`src/rtl/addsub_arbiter.sv`:
```
// Round-robin arbiter sharing one 8-bit add/sub datapath among N requesters; 1-cycle latency to rsp.
// A held response (rsp_valid && !rsp_ready) blocks all grants until the consumer takes it.
module addsub_arbiter #(
  parameter  int N  = 4,
  localparam int IW = (N > 2) ? $clog2(N) : 1
) (
  input  logic             clk,
  input  logic             reset,
  input  logic [N-1:0]     req_valid,
  input  logic [8*N-1:0]   req_a,
  input  logic [8*N-1:0]   req_b,
  input  logic [N-1:0]     req_sub,
  output logic [N-1:0]     req_ready,
  output logic             rsp_valid,
  input  logic             rsp_ready,
  output logic [IW-1:0]    rsp_id,
  output logic [7:0]       rsp_s,
  output logic             rsp_cout,
  output logic             rsp_ovf
);

  typedef struct packed {
    logic [IW-1:0] id;
    logic [7:0]    s;
    logic          cout;
    logic          ovf;
  } rsp_t;

  rsp_t          rsp_q;
  rsp_t          rsp_d;
  logic          rsp_valid_q;
  logic [IW-1:0] ptr_q;
  logic [IW-1:0] ptr_nxt;
  logic [IW-1:0] gnt_idx;
  logic [IW-1:0] cand;
  logic          gnt_found;
  logic          load;
  logic [7:0]    a_sel;
  logic [7:0]    b_sel;
  logic          sub_sel;
  logic [7:0]    bx;
  logic [8:0]    sum9;

  assign load = !rsp_valid_q || rsp_ready;

  // Search upward from ptr, wrapping at N; the first valid requester wins.
  always_comb begin
    gnt_found = 1'b0;
    gnt_idx   = '0;
    cand      = '0;
    for (int k = 0; k < N; k++) begin
      if (int'(ptr_q) + k >= N)
        cand = IW'(int'(ptr_q) + k - N);
      else
        cand = IW'(int'(ptr_q) + k);
      if (!gnt_found && req_valid[cand]) begin
        gnt_found = 1'b1;
        gnt_idx   = cand;
      end
    end
  end

  always_comb begin
    a_sel   = '0;
    b_sel   = '0;
    sub_sel = 1'b0;
    for (int i = 0; i < N; i++) begin
      if (gnt_idx == IW'(i)) begin
        a_sel   = req_a[8*i +: 8];
        b_sel   = req_b[8*i +: 8];
        sub_sel = req_sub[i];
      end
    end
  end

  // Single shared datapath: subtraction is A + ~B + 1.
  assign bx   = b_sel ^ {8{sub_sel}};
  assign sum9 = {1'b0, a_sel} + {1'b0, bx} + {8'd0, sub_sel};

  always_comb begin
    rsp_d.id   = gnt_idx;
    rsp_d.s    = sum9[7:0];
    rsp_d.cout = sum9[8];
    rsp_d.ovf  = (a_sel[7] == bx[7]) && (sum9[7] != a_sel[7]);
  end

  assign ptr_nxt = (gnt_idx == IW'(N - 1)) ? '0 : gnt_idx + IW'(1);

  always_comb begin
    req_ready = '0;
    if (load && gnt_found && !reset)
      req_ready[gnt_idx] = 1'b1;
  end

  always_ff @(posedge clk or posedge reset) begin
    if (reset) begin
      rsp_valid_q <= 1'b0;
      rsp_q       <= '0;
      ptr_q       <= '0;
    end else if (load) begin
      if (gnt_found) begin
        rsp_valid_q <= 1'b1;
        rsp_q       <= rsp_d;
        ptr_q       <= ptr_nxt;
      end else begin
        rsp_valid_q <= 1'b0;
      end
    end
  end

  assign rsp_valid = rsp_valid_q;
  assign rsp_id    = rsp_q.id;
  assign rsp_s     = rsp_q.s;
  assign rsp_cout  = rsp_q.cout;
  assign rsp_ovf   = rsp_q.ovf;

endmodule

```
`config.mk`:
```
export PLATFORM = sky130hd
export DESIGN_NAME = addsub_arbiter
export DESIGN_NICKNAME = d
export VERILOG_FILES = /design/src/rtl/addsub_arbiter.sv
export SDC_FILE = /design/constraint.sdc
export NUM_CORES = 1
export LEC_CHECK = 0
export BUFFER_PORTS_ARGS = -buffer_cell sky130_fd_sc_hd__buf_2
export CORE_MARGIN = 2
export CORE_UTILIZATION = 49
export CTS_CLUSTER_DIAMETER = 50
export DETAILED_ROUTE_END_ITERATION = 10
export PLACE_DENSITY = 0.87
export REMOVE_ABC_BUFFERS = 1
export SLEW_MARGIN = 20
export SYNTH_ARGS = -nofsm -noshare
export SYNTH_HDL_FRONTEND = slang
export SYNTH_SLANG_ARGS = --single-unit
```
`constraint.sdc`:
```
create_clock -name clk -period 7.85 [get_ports clk]
set_input_delay 0.3925 -clock clk [delete_from_list [all_inputs] [get_ports clk]]
set_output_delay 0.3925 -clock clk [all_outputs]
set_load 0.05 [all_outputs]
```
**Yosys cells after proc, flatten, opt, wreduce, memory -nomap -nowiden**

Cells that the tools add are included.

- Add/subtract/negate cells: 10
- Order comparisons: 10
- Equal/unequal tests: 5
- Muxes and demuxes: 37
- Bitwise operators: 1
- Reductions and logical operators: 15

Operator list:

| cell | count |
|---|---|
| $mux 8 | 8 |
| $mux 2 | 9 |
| $lt 2x3->1 const B | 5 |
| $mux 1 | 14 |
| $add 8x8->9 | 1 |
| $add 9x1->9 | 1 |
| $ge 3x3->1 const B | 3 |
| $bmux 1 s2 | 4 |
| $sub 2x1->2 const B | 4 |
| $xor 8x8->8 | 1 |
| $logic_and 1x1->1 | 7 |
| $add 2x2->3 const B | 2 |
| $logic_not 1->1 | 5 |
| $eq 2x2->1 const B | 2 |
| $mux 4 | 1 |
| $add 2x1->3 const B | 1 |
| $ge 2x3->1 const B | 1 |
| $add 2x1->2 const B | 1 |
| $demux 1 s2 | 1 |
| $eq 2x1->1 const B | 1 |
| $ge 2x1->1 const B | 1 |
| $logic_not 2->1 | 1 |
| $reduce_and 2->1 | 1 |
| $eq 1x1->1 | 1 |
| 2 further kinds | 2 |

- Bits in registers: 15
- Input port bits: 75
- Output and inout port bits: 17
- Word-level logic and storage cells: 84

**Depth between registers and ports, before layout**

- Depth in word-level cells: 24
- Mapped depth: 20
- Gate-level depth less buffers: 19

**Worst setup path after synthesis**

No wires, ideal clock.

- Kind: input port to flip-flop
- Start point: input req_valid[0]
- End point: register rsp_q, in the netlist rsp_s[6]
- Setup time: 0.128 ns
- Arrival time: 3.374 ns
- Data required time: 7.722 ns
- Slack: 4.348 ns
- Stages on the path: 17
- Path buffers: 3
- Path through: inv_1 -> nor2_1 -> a21oi_1 -> o221ai_1 -> inv_1 -> ha_1 -> clkbuf_1 -> clkbuf_1 -> clkbuf_1 -> o21ai_0 -> fa_1 -> a21o_1 -> a21oi_1 -> o21bai_1 -> a21oi_1 -> xnor2_1 -> o21ai_0

- Longest elaborated chain between the ends: 20
- Elaborated cells between the ends (all ways): 42
- Those cells by class: add/sub: 2; eq/ne: 3; mux: 28; bitwise: 1; reduce/logical: 8

Ends and longest elaborated chain:

| what | line | source |
|---|---|---|
| from (decl) | 9 | `input logic [N-1:0] req_valid,` |
| $bmux 1 s2 | 56 | `if (!gnt_found && req_valid[cand]) begin` |
| $mux 1 (implied by the code) | 56 |  |
| $mux 1 | 56 |  |
| $logic_not 1->1 | 56 |  |
| $logic_and 1x1->1 | 56 |  |
| $mux 1 | 56 |  |
| $logic_not 1->1 | 56 |  |
| $logic_and 1x1->1 | 56 |  |
| [2 not listed] | -- |  |
| $logic_and 1x1->1 | 56 |  |
| $mux 2 (*) | 56 |  |
| net gnt_idx[0] | 34 | `logic [IW-1:0] gnt_idx;` |
| $logic_not 2->1 | 68 | `if (gnt_idx == IW'(i)) begin` |
| $mux 8 / $mux 1 (equally long branches) (4 in series) | 68 |  |
| $xor 8x8->8 | 77 | `assign bx = b_sel ^ {8{sub_sel}};` |
| $add 8x8->9 | 78 | `assign sum9 = {1'b0, a_sel} + {1'b0, bx} + {8'd0, sub_sel};` |
| $add 9x1->9 (*) | 78 |  |
| to (signal assigned) | 103 | `rsp_q <= rsp_d;` |
| to (decl) | 29 | `rsp_t rsp_q;` |

Mark *: on every way through the listed nets, which the timed path passes. The rest lies on a longest branch. The select of a mux whose other input is x is not followed.
A chain may end at the register's enable or synchronous reset.

**Worst setup path after layout**

- Start point: register ptr_q[0]
- End point: register rsp_q, in the netlist rsp_ovf

- Longest elaborated chain between the ends: 24
- Elaborated cells between the ends (all ways): 60
- Those cells by class: add/sub: 9; order compare: 4; eq/ne: 5; mux: 32; bitwise: 1; reduce/logical: 9

Ends and longest elaborated chain:

| what | line | source |
|---|---|---|
| from (decl) | 32 | `logic [IW-1:0] ptr_q;` |
| from (signal assigned) | 104 | `ptr_q <= ptr_nxt;` |
| branches (longest 13 deep; another with $add 2x1->3) | -- |  |
| $mux 2 (*) | 56 |  |
| net gnt_idx[0] | 34 |  |
| $logic_not 2->1 | 68 |  |
| $mux 8 / $mux 1 (equally long branches) (4 in series) | 68 |  |
| $xor 8x8->8 | 77 |  |
| $add 8x8->9 | 78 |  |
| $add 9x1->9 | 78 |  |
| $ne 1x1->1 | 84 | `rsp_d.ovf = (a_sel[7] == bx[7]) && (sum9[7] != a_sel[7]);` |
| $logic_and 1x1->1 (*) | 84 |  |

Mark *: on every way through the listed nets, which the timed path passes. The select of a mux whose other input is x is not followed.

==> flow_metrics.py <==
metrics = {
    "sta": {
        "worst_slew_pin_slew_ns": 0.992,
        "fmaxAchievable_ghz": 0.215,
        "slew_headroom": 0.339,
        "tns_ns": 0,
        "worst_slack_ns": 3.20,
        "fin_skew_ns": 0.00234,
        "maxSlewViolCount": 0,
        "finalSetupViolCount": 0,
        "finalHoldViolations": 0,
        "rsz0062_at_grt": "no",
        "min_period_ns": 4.65,
        "whs_ns": 0.176,
        "fin_crit_sh": 0.593,
    },
    "critical_path": {
        "critPathMaxFanout": 26,
        "cp-start-kind": "flop",
        "rr_worst_depth": 18,
        "r2r_slack_ns": 3.20,
        "crit_type": "flop to flop",
        "timing.rr.start": "ptr_q[0]$_DFFE_PP0P_",
        "crit_required_ns": 8.00,
        "r2r_end": "rsp_ovf$_DFFE_PP0P_",
        "cp.arrival_ns": 4.81,
        "endpoint_kind": "flop",
    },
    "drt": {
        "drt-vias-per-instance": 5.28,
        "vias": 1907,
        "wire_per_inst_um": 11.3,
        "ant_nets": 0,
        "drt_first_iter_violations": 102,
        "firstDrtPassIters": 4,
        "drc": 0,
        "wl_mm": 4.08,
    },
    "clock_network": {
        "clock-root-buffer": "clkbuf_4",
        "clk_latency_ns": 0.28,
        "cts_setup_buffers": 0,
        "cts_tree": "built",
        "htree_num_levels": 1,
        "clkTransAtPathRegs_ns": 0.08,
        "clock_path_buffers": 2,
        "clkSinkCount": 15,
        "cts_hold_buf": 0,
        "cts_resized": 0,
        "cts_buffers": 3,
    },
    "synth": {
        "ys_seq_area_frac": 0.222,
        "synth_cell_types": 40,
        "synth_top_family_by_area": "compound AO/OA/AOI/OAI gates",
        "yosysWarningCount": 0,
        "synth_top_cell_area_share": 0.222,
        "synthXorXnorAreaFrac": 0.0569,
        "synth_area_sq_mm": 0.00169,
        "synthMuxAreaShare": 0.0133,
        "synth_top_cell_by_area": "dfrtp_1",
        "ys_ff_latch": 15,
        "synth-simple-area-share": 0.226,
        "yosys-top-cells-area": "dfrtp_1, nand2_1, ha_1",
        "avgSynthCellArea_sq_um": 7.27,
        "synthAdderAreaFrac": 0.0931,
        "synth_compound_area_frac": 0.321,
        "syn_inst": 233,
    },
    "power_and_ir_drop": {
        "power.total_mw": 1.01,
        "vdd.ir_drop.worst_mv": 0.195,
        "leakagePower_nw": 1.10,
        "p_per_area_mw_per_mm2": 468,
    },
    "placement": {
        "gp_congestion": 0.900,
        "dpl_worst_slack_ns": 3.12,
        "portBuffers": 91,
        "placed_cell_area_sq_mm": 0.00214,
        "dp_hpwl_mm": 3.36,
    },
    "floorplan": {
        "core_area_sq_mm": 0.00334,
        "rows": 21,
        "die_y_um": 62.8,
        "ioPinCount": 92,
        "die_area_sq_mm": 0.00394,
        "start_util": 0.507,
        "die-width_um": 62.8,
    },
    "grt": {
        "antenna_found_initial": 0,
        "grt.overflow.total": 0,
        "track_usage": 0.219,
        "grt_max_degree": 32,
        "grt_pass1_vias": 1733,
        "grt_first_pass_wirelength_mm": 7.20,
    },
    "run_status": {
        "status": "finished, final reports clean",
    },
    "run": {
        "maxCapViolCount": 0,
    },
    "cells_and_area": {
        "nets": 403,
        "antenna_cells": 0,
        "drive_above_1_share": 0.314,
        "area_growth_pct": 27.7,
        "layout_common_cells": "buf_2, nand2_1, a21oi_1",
        "layout_commonest_cell": "buf_2",
        "final_area_sq_mm": 0.00216,
    },
    "min_path": {
        "holdCritPathClass": "input port to async pin",
    },
}
[state kept, by name, summed over array words and instances (netlist names)]
name,count
rsp_s,8
ptr_q,2
rsp_id,2
rsp_cout,1
rsp_ovf,1
rsp_valid,1
[per-stage QoR]
step                       util  cells
after floorplan               -    220
after global placement    0.640    357
after detailed placement  0.640    357
after CTS                 0.648    361
after global routing      0.648    361
final                     0.648    361
[logic make-up after synthesis]
kind of cell	Yosys count
compound gates	83
mux	1
buf+inv	25
xor+xnor	11
flops	15
simple gates	86
fa+ha+maj	12
[layout make-up]
| type | count | area (sq um) |
|---|---|---|
| fillers | 317 | 1170 |
| flip-flops and latches | 15 | 375 |
| well taps | 46 | 57.6 |
| clock buffers | 4 | 26.3 |
| repair buffers | 91 | 455 |
| multi-input cells | 193 | 1200 |
| inverters | 12 | 45.0 |
[how the worst max path moves through the flow]
stage,cells after the start,end,from,slack (ns)
2_1_floorplan,19,rsp_s[7]$_DFFE_PP0P_,req_valid[0],3.96
3_3_place_gp,20,rsp_s[7]$_DFFE_PP0P_,req_valid[0],3.43
3_5_place_dp,20,rsp_ovf$_DFFE_PP0P_,req_valid[0],3.12
4_1_cts,18,rsp_ovf$_DFFE_PP0P_,ptr_q[0]$_DFFE_PP0P_,3.26
5_1_grt,18,rsp_ovf$_DFFE_PP0P_,ptr_q[0]$_DFFE_PP0P_,2.61
6_report,18,rsp_ovf$_DFFE_PP0P_,ptr_q[0]$_DFFE_PP0P_,3.20
[critical path, cell delays in order (launching register included)]
cell and delay (ns):
dfrtp_1 0.42, nor2_1 0.15, a21oi_1 0.06, o221ai_1 0.35, inv_1 0.12, ha_1 0.49, nor2b_1 0.69, a22oi_1 0.15
nor2_1 0.14, a21oi_1 0.05, o21ai_0 0.24, xor2_1 0.18, ha_1 0.31, a21oi_1 0.30, o21ai_0 0.14, a21o_1 0.20
a21oi_1 0.23, o21a_1 0.20, o211ai_1 0.10
[cells in the mapped netlist, drive strengths merged]
cell	instances
nand2	43
a21oi	26
nor2	21
o21ai	20
dfrtp	15
inv	12
ha	11
a22oi	9
buf	8
xor2	7
o211ai	6
clkbuf	5
nand3b	5
o22ai	5
a21o	4
and3	4
nand2b	4
xnor2	4
a31oi	3
nor2b	2
nor3	2
o2111ai	2
o21a	2
a221oi	1
fa	1
mux2i	1
nand3	1
nand4	1
nor4	1
o21bai	1
o221ai	1
o311a	1
o31a	1
o31ai	1
or2	1
or3	1
[layer usage]
metal	routed length, um	up-vias	part of all wire	track usage
met5	0	-	0	0
met4	40	0	0.0098	0.0694
met3	201	4	0.049	0.0126
met2	2000	64	0.49	0.392
met1	1840	848	0.45	0.281
li1	-	991	-	-
[where the power goes]
part,total (mW),switching (mW),internal [mW]
clock,0.0426,0.0228,0.0197
combinational,0.837,0.517,0.320
sequential,0.133,0.0192,0.114
total,1.01,0.559,0.453
No activity file was read; power rests on OpenSTA's default activity.
